$ cat src/rtl/instr_loop_sequencer_pkg.sv
// instr_loop_sequencer_pkg: shared opcodes and instruction width for the instruction buffer front end
// Contents: INSTR_W_DEF, OP_NOP / OP_LOOP / OP_END, opcode field helper.
package instr_loop_sequencer_pkg;
    localparam int INSTR_W_DEF = 32;
    localparam logic [3:0] OP_NOP  = 4'h0;
    localparam logic [3:0] OP_LOOP = 4'hE;
    localparam logic [3:0] OP_END  = 4'hF;

    function automatic logic [3:0] opcode_of(input logic [INSTR_W_DEF-1:0] instr);
        return instr[INSTR_W_DEF-1 -: 4];
    endfunction
endpackage

$ cat src/rtl/instr_loop_sequencer_loop_iter_counter.sv
// loop_iter_counter: loop iteration count with load, saturating decrement and end_of_loop edge detect
// Ports:
//   clk, rst            clock, synchronous active-high reset
//   load, n             load iteration count max(n,1) and mark a loop body present
//   clr                 forget the loop (buffer being cleared)
//   run                 sequencer is executing; gates decrement and outputs
//   end_of_loop         read side at last buffered address (level, edge-detected here)
//   buffer_reset        read side finished; suppresses a coincident decrement
//   loop_en, last_loop  loop body present with >= 2 iterations left / final iteration
module loop_iter_counter #(
    parameter int CNT_W = 16
) (
    input  logic             clk,
    input  logic             rst,
    input  logic             load,
    input  logic [CNT_W-1:0] n,
    input  logic             clr,
    input  logic             run,
    input  logic             end_of_loop,
    input  logic             buffer_reset,
    output logic             loop_en,
    output logic             last_loop
);
    logic [CNT_W-1:0] remaining;
    logic             has_loop;
    logic             eol_q;
    logic             dec;

    // Count iterations on the rising edge only; remaining saturates at 1.
    assign dec = run & end_of_loop & ~eol_q & ~buffer_reset & (remaining > CNT_W'(1));

    always_ff @(posedge clk) begin
        if (rst) begin
            remaining <= '0;
            has_loop  <= 1'b0;
            eol_q     <= 1'b0;
        end else begin
            eol_q <= end_of_loop;
            if (clr) begin
                remaining <= '0;
                has_loop  <= 1'b0;
            end else if (load) begin
                remaining <= (n == '0) ? CNT_W'(1) : n;
                has_loop  <= 1'b1;
            end else if (dec) begin
                remaining <= remaining - CNT_W'(1);
            end
        end
    end

    assign loop_en   = run & has_loop & (remaining >= CNT_W'(2));
    assign last_loop = run & (~has_loop | (remaining == CNT_W'(1)));
endmodule

$ cat src/rtl/instr_loop_sequencer.sv
// instr_loop_sequencer: accepts host instructions, writes them to the buffer, pads init with NOPs, drives loop status
// Ports:
//   clk, rst                     clock, synchronous active-high reset
//   app_en, app_instr, app_ack   host instruction handshake
//   wr_addr, full, last_in_init  buffer write-side status
//   end_of_loop, buffer_reset    buffer read-side status
//   buf_wr, buf_wdata            buffer write strobe and data at wr_addr
//   looping, loop_en, last_loop  execution status
//   err_ovf                      sticky overflow / late-LOOP error
//   run_cycles                   only with LOOP_STATS_EN: saturating count of looping cycles
module instr_loop_sequencer
    import instr_loop_sequencer_pkg::*;
#(
    parameter int WIDTH      = 11,
    parameter int INSTR_W    = INSTR_W_DEF,
    parameter int LOOP_START = 512,
    parameter int CNT_W      = 16
) (
    input  logic               clk,
    input  logic               rst,
    input  logic               app_en,
    input  logic [INSTR_W-1:0] app_instr,
    output logic               app_ack,
    input  logic [WIDTH-1:0]   wr_addr,
    input  logic               full,
    input  logic               last_in_init,
    input  logic               end_of_loop,
    input  logic               buffer_reset,
    output logic               buf_wr,
    output logic [INSTR_W-1:0] buf_wdata,
    output logic               looping,
    output logic               loop_en,
    output logic               last_loop,
    output logic               err_ovf
`ifdef LOOP_STATS_EN
    ,
    output logic [31:0]        run_cycles
`endif
);
    typedef enum logic [1:0] {FILL, PAD, RUN, DRAIN} state_t;

    state_t     state, next_state;
    logic [3:0] op;
    logic       is_loop, is_end, acc, wr_plain, late_loop;

    assign op        = app_instr[INSTR_W-1 -: 4];
    assign is_loop   = op == OP_LOOP;
    assign is_end    = op == OP_END;
    assign acc       = state == FILL && app_en && !full;
    assign wr_plain  = acc & ~is_loop & ~is_end;
    assign late_loop = wr_addr > WIDTH'(LOOP_START);

    always_ff @(posedge clk) begin
        if (rst) state <= FILL;
        else     state <= next_state;
    end

    // LOOP past LOOP_START cannot be in init, so it never enters PAD.
    always_comb begin
        next_state = state;
        case (state)
            FILL:    next_state = (acc && is_loop && last_in_init) ? PAD :
                                  (acc && is_end && wr_addr != '0) ? RUN : FILL;
            PAD:     next_state = last_in_init ? PAD : FILL;
            RUN:     next_state = buffer_reset ? DRAIN : RUN;
            default: next_state = buffer_reset ? DRAIN : FILL;
        endcase
    end

    always_comb begin
        app_ack   = acc;
        buf_wr    = wr_plain | (state == PAD && last_in_init);
        buf_wdata = wr_plain ? app_instr : {OP_NOP, {(INSTR_W-4){1'b0}}};
        looping   = state == RUN;
    end

    always_ff @(posedge clk) begin
        if (rst) err_ovf <= 1'b0;
        else if ((state == FILL && app_en && full) || (acc && is_loop && late_loop)) err_ovf <= 1'b1;
    end

    loop_iter_counter #(.CNT_W(CNT_W)) u_iter (
        .clk          (clk),
        .rst          (rst),
        .load         (acc & is_loop & ~late_loop),
        .n            (app_instr[CNT_W-1:0]),
        .clr          (state == DRAIN),
        .run          (looping),
        .end_of_loop  (end_of_loop),
        .buffer_reset (buffer_reset),
        .loop_en      (loop_en),
        .last_loop    (last_loop)
    );

`ifdef LOOP_STATS_EN
    always_ff @(posedge clk) begin
        if (rst) run_cycles <= '0;
        else if (state == FILL && next_state == RUN) run_cycles <= '0;
        else if (looping && run_cycles != '1) run_cycles <= run_cycles + 32'd1;
    end
`endif
endmodule
$ cat config.mk
export PLATFORM = sky130hd
export DESIGN_NAME = instr_loop_sequencer
export DESIGN_NICKNAME = d
export VERILOG_FILES = /design/src/rtl/instr_loop_sequencer_pkg.sv /design/src/rtl/instr_loop_sequencer_loop_iter_counter.sv /design/src/rtl/instr_loop_sequencer.sv
export SDC_FILE = /design/constraint.sdc
export NUM_CORES = 1
export LEC_CHECK = 0
export ABC_AREA = 1
export CAP_MARGIN = 40
export CORE_MARGIN = 5
export CORE_UTILIZATION = 47
export DETAILED_ROUTE_END_ITERATION = 7
export GPL_TIMING_DRIVEN = 1
export PLACE_DENSITY = 0.95
export SLEW_MARGIN = 25
export SYNTH_ARGS = -nofsm -noshare
export SYNTH_HDL_FRONTEND = slang
export SYNTH_HIERARCHICAL = 1
export SYNTH_SLANG_ARGS = --single-unit
$ cat constraint.sdc
create_clock -name clk -period 3.93 [get_ports clk]
set_input_delay 0.786 -clock clk [delete_from_list [all_inputs] [get_ports clk]]
set_output_delay 0.786 -clock clk [all_outputs]
set_load 0.02 [all_outputs]
# After elaboration in Yosys (flattened, before gate mapping)
# Index checks and enable logic that the tools add are counted.
[op_classes]
addsub = 1
n_mul = 0
div = 0
n_lt_le_gt_ge = 3
n_eq_ne = 6
n_shift = 0
muxes = 10
bitwise = 19
reduce_logical = 16
[ops]
columns = ["operator", "n"]
rows = [
  ["two-way mux 16 bit", 3],
  ["two-way mux 32 bit", 1],
  ["equality test 16 x 1 -> 1 bit (second input constant)", 1],
  [">= comparator 16 x 2 -> 1 bit (second input constant)", 1],
  ["> comparator 16 x 1 -> 1 bit (second input constant)", 1],
  ["zero test 16 bit", 1],
  ["subtractor 16 x 1 -> 16 bit (second input constant)", 1],
  ["AND 1 bit", 11],
  ["> comparator 11 x 10 -> 1 bit (second input constant)", 1],
  ["nonzero test 11 bit", 1],
  ["logical AND 1 bit", 9],
  ["equality test 4 bit (second input constant)", 2],
  ["two-way mux 2 bit", 3],
  ["NOT 1 bit", 6],
  ["case mux 2 bit (3 select lines)", 1],
  ["equality test 2 bit (second input constant)", 2],
  ["equality test 2 x 1 -> 1 bit (second input constant)", 1],
  ["zero test 2 bit", 1],
  ["two-way mux 1 bit", 2],
  ["OR 1 bit", 2],
  ["nonzero test 2 bit", 1],
  ["OR reduction 2 bit", 1],
  ["zero test 1 bit", 1],
  ["logical OR 1 bit", 1],
]
[totals]
reg_bits = 21
latch_bits = 0
ram_bits = 0
mem_bits_ro = 0
out_inout_bits = 38
wordCells = 60
n_memories = 0

# Logic depth before layout (Yosys ltp)
[logic_depth]
ltp_word = 8
mapped_depth = 11

# By module
# Netlist, hierarchy kept.
[modules_own_cells]
columns = ["mod", "instances", "cells_each", "area_per_inst_um2"]
rows = [
  ["loop_iter_counter", 1, 256, 1478.9],
  ["instr_loop_sequencer", 1, 116, 623.1],
]

# Worst setup path before layout
# Ideal clock, no wire load.
[synth_path]
path_type = "input to register"
start = "input app_instr[28]"
end = "register u_iter.remaining[4]"
arrival_time_ns = 2.177
required_time_ns = 3.817
path_slack_ns = 1.641
stages = 9
path_buffers = 1
cell_sequence = "inv_1 > nand4_1 > nor2_1 > a21boi_0 > clkbuf_1 > mux2i_1 > nand2_1 > nand2_1 > nor2_1"
[synth_via]
elab_chain_cells = 4
[synth_lines]
columns = ["element", "line_no", "text"]
rows = [
  ["start, declared", "instr_loop_sequencer.sv:22", "input logic [INSTR_W-1:0] app_instr,"],
  ["equality test 4 bit (*)", "instr_loop_sequencer.sv:47", "assign is_loop = op == OP_LOOP;"],
  ["AND 1 bit (*) (2 in a row)", "instr_loop_sequencer.sv:85", ".load (acc & is_loop & ~late_loop),"],
  ["two-way mux 16 bit / nonzero test 2 bit (equally long branches)", "--", ""],
  ["end signal, assigned", "instr_loop_sequencer_loop_iter_counter.sv:43", "remaining <= (n == '0) ? CNT_W'(1) : n;"],
  ["end signal, assigned", "instr_loop_sequencer_loop_iter_counter.sv:46", "remaining <= remaining - CNT_W'(1);"],
  ["end, declared", "instr_loop_sequencer_loop_iter_counter.sv:24", "logic [CNT_W-1:0] remaining;"],
]
# Every way passes the cells marked *; elsewhere a longest branch is shown, timed or not.
# A chain may end at the register's enable or synchronous reset.

# Worst setup path in the final report
[layout_path]
start = "input full"
end = "output buf_wdata[28]"
[layout_via]
elab_chain_cells = 5
[layout_lines]
columns = ["element", "line_no", "text"]
rows = [
  ["start, declared", "instr_loop_sequencer.sv:25", "input logic full,"],
  ["zero test 1 bit", "instr_loop_sequencer.sv:49", "assign acc = state == FILL && app_en && !full;"],
  ["logical AND 1 bit", "instr_loop_sequencer.sv:49", ""],
  ["AND 1 bit (2 in a row)", "instr_loop_sequencer.sv:50", "assign wr_plain = acc & ~is_loop & ~is_end;"],
  ["two-way mux 32 bit", "instr_loop_sequencer.sv:73", "buf_wdata = wr_plain ? app_instr : {OP_NOP, {(INSTR_W-4){1'b0}}};"],
  ["end, declared", "instr_loop_sequencer.sv:30", "output logic [INSTR_W-1:0] buf_wdata,"],
]
# Every way passes these cells.

==> impl_metrics.json <==
{
  "cts.htree.levels": 1,
  "hold_buffers": 0,
  "slew_headroom": 0.673,
  "synth_nets": 425,
  "rsz0062_at_grt": "no",
  "hp-class": "register to register",
  "netlist_area_um2": 2100,
  "cap_violations": 0,
  "place_congestion": 0.885,
  "tns_ns": 0,
  "grt_start_max_net_pins": 34,
  "clock_latency_ns": 0.26,
  "io_buffers": 87,
  "max_freq_mhz": 296,
  "synth_cells": 372,
  "async_flop_share": 0,
  "drtIter0Drc": 304,
  "hp-start": "u_iter/has_loop",
  "cts_root_buf": "clkbuf_8",
  "slew_viol_final": 0,
  "finClkSkew_ns": 0.00311,
  "period_share": 0.858,
  "rrSetupSlack_ns": 2.05,
  "irDropWorstVdd_v": 0.000104,
  "powerDensity_nw_per_um2": 177,
  "mostFrequentLayoutCells": "95 x nand2_1, 87 x clkdlybuf4s50_1, 61 x inv_1",
  "num_vias": 2502,
  "r2r-start": "u_iter/remaining[0]",
  "synth-warning-count": 6,
  "syn_avg_cell_area_um2": 5.65,
  "crit_path_start_kind": "primary input",
  "p_leak_uw": 0.00144,
  "wire_per_inst_um": 11.9,
  "coreArea_um2": 4350,
  "cts_resized": 0,
  "cts_num_sinks": 21,
  "grt_pass1_wl_um": 10500,
  "fin_nets": 509,
  "grt_pass1_vias": 2441,
  "hold_slack_ns": 0.523,
  "num_rows": 24,
  "synth_area_leaders": "dfxtp_1 20%, nand2_1 17%, nor2_2 16%",
  "drc": 0,
  "hold_viol_final": 0,
  "die_area_um2": 5910,
  "slowest_delay_ns": 0.64,
  "cp_data_arrival_time_ns": 2.59,
  "worstSetupEndpointType": "output pin",
  "initial_utilization": 0.483,
  "path_class": "primary input to output pin",
  "dp_slack_ns": 0.556,
  "synth.distinct_cells": 30,
  "layout_min_cycle_time_ns": 3.37,
  "drive_above_1_share": 0.154,
  "post_cts.repair.setup_buffers": 0,
  "clk_path_buf_depth": 2,
  "cp_cell_sequence": "clkdlybuf4s50_1, inv_1, nand3_2, inv_2, nand2_4, nor2_2, clkdlybuf4s50_1",
  "viasPerCell": 4.93,
  "grt_antenna_before_repair": 0,
  "synth_seq_cells": 21,
  "yosys.area.top_type_share": 0.200,
  "required_ns": 3.14,
  "cts_made_buffers": 3,
  "ios": 88,
  "finalSetupViolCount": 0,
  "crit_slowest_cell": "clkdlybuf4s50_1",
  "yosysSeqAreaShare": 0.200,
  "routed_wl_um": 6030,
  "hpwl_um": 4700,
  "crit_fanout": 33,
  "worst_pin_slew_ns": 0.490,
  "nFillCells": 330,
  "ys.flop_type": "dfxtp_1",
  "die_w_um": 76.9,
  "hold_depth": 1,
  "clk_pin_slew_ns": 0.08,
  "fin_ws_ns": 0.557,
  "detail-route-antenna-nets": 0,
  "mostFrequentLayoutCell": "nand2_1",
  "die_y_um": 76.9,
  "grt_use_total": 0.205,
  "area_growth_pct": 43.6,
  "yosysTopAreaCell": "dfxtp_1",
  "diodes": 0,
  "grt-ovfl-total": 0,
  "synth_edf_count": 0,
  "hold_end": "u_iter/has_loop",
  "crit-reg2reg-capture": "u_iter/remaining[15]",
  "cts_tree": "done",
  "drt-pass1-iter-count": 5,
  "critPathMostFrequentCell": "clkdlybuf4s50_1",
  "worstRegToRegCells": 10,
  "outcome": "finished clean"
}
[metrics by stage]
stage | power (uW) | instances | cell area, um2 | utilization
2_1_floorplan | 301 | 372 | 2100 | -
3_3_place_gp | 389 | 503 | 2970 | 0.683
3_5_place_dp | 393 | 503 | 2970 | 0.683
4_1_cts | 534 | 507 | 3020 | 0.693
5_1_grt | 556 | 507 | 3020 | 0.693
6_report | 533 | 507 | 3020 | 0.693
[cell usage after synthesis, types with 3 or more instances]
cell	instances
o21ai_0	8
nand2_1	95
a21oi_1	6
inv_1	61
nor3_1	4
nand3_1	33
ha_1	3
nand2_2	3
clkbuf_1	3
dfxtp_1	21
nor2_1	56
buf_6	3
nor2_2	53
[registers in the layout, summed over array words and instances (netlist names)]
register,count
u_iter/remaining,16
err_ovf,1
state,2
u_iter/eol_q,1
u_iter/has_loop,1
[area by class of cell]
class	instances	area [um2]	area share
Multi-Input combinational cell	277	1360	0.450
Timing Repair Buffer	89	886	0.294
Sequential cell	21	420	0.139
Inverter	64	243	0.0804
Tap cell	52	65.1	0.0216
Clock buffer	4	45.0	0.0149
[metal layers]
layer / vias to the layer above / wire length, um / GRT usage
li1: 1286 / - / -
met1: 1113 / 2460 / 0.239
met2: 95 / 3090 / 0.378
met3: 8 / 410 / 0.0328
met4: 0 / 68 / 0.0612
met5: - / 0 / 0
[power by group]
part | total (uW) | switching (uW) | leakage (uW) | internal (uW)
clock | 144 | 71.8 | 0.0000228 | 72.2
combinational | 172 | 83.2 | 0.00125 | 89.0
sequential | 217 | 1.75 | 0.000170 | 215
total | 533 | 157 | 0.00144 | 376
[cells by family (layout without fill, tap and decap cells)]
kind of cell | count (synthesis) | in the layout | share of synthesized area
adder cells (fa/ha/maj) | 3 | 3 | 0.0179
flip-flops | 21 | 21 | 0.200
AO/OA/AOI/OAI | 18 | 18 | 0.0482
XOR/XNOR | 2 | 2 | 0.00833
multiplexers | 1 | 1 | 0.00476
AND/OR/NAND/NOR | 253 | 253 | 0.567
buffers and inverters | 74 | 157 | 0.154
[worst max-delay path: cells and delay by family]
kind	cells	cell delay [ns]
buffers and inverters	4	1.24
AND/OR/NAND/NOR	3	0.56
[worst max path at each step]
stage / slack (ns) / to / startpoint
6_report: 0.56 / buf_wdata[28] / full
5_1_grt: 0.42 / buf_wdata[0] / full
4_1_cts: 0.56 / buf_wdata[0] / full
3_5_place_dp: 0.56 / buf_wdata[0] / full
3_3_place_gp: 0.61 / buf_wdata[1] / app_en
2_1_floorplan: 1.64 / u_iter/remaining[4] / app_instr[28]
Note: power is estimated with default switching activity, not from simulation.
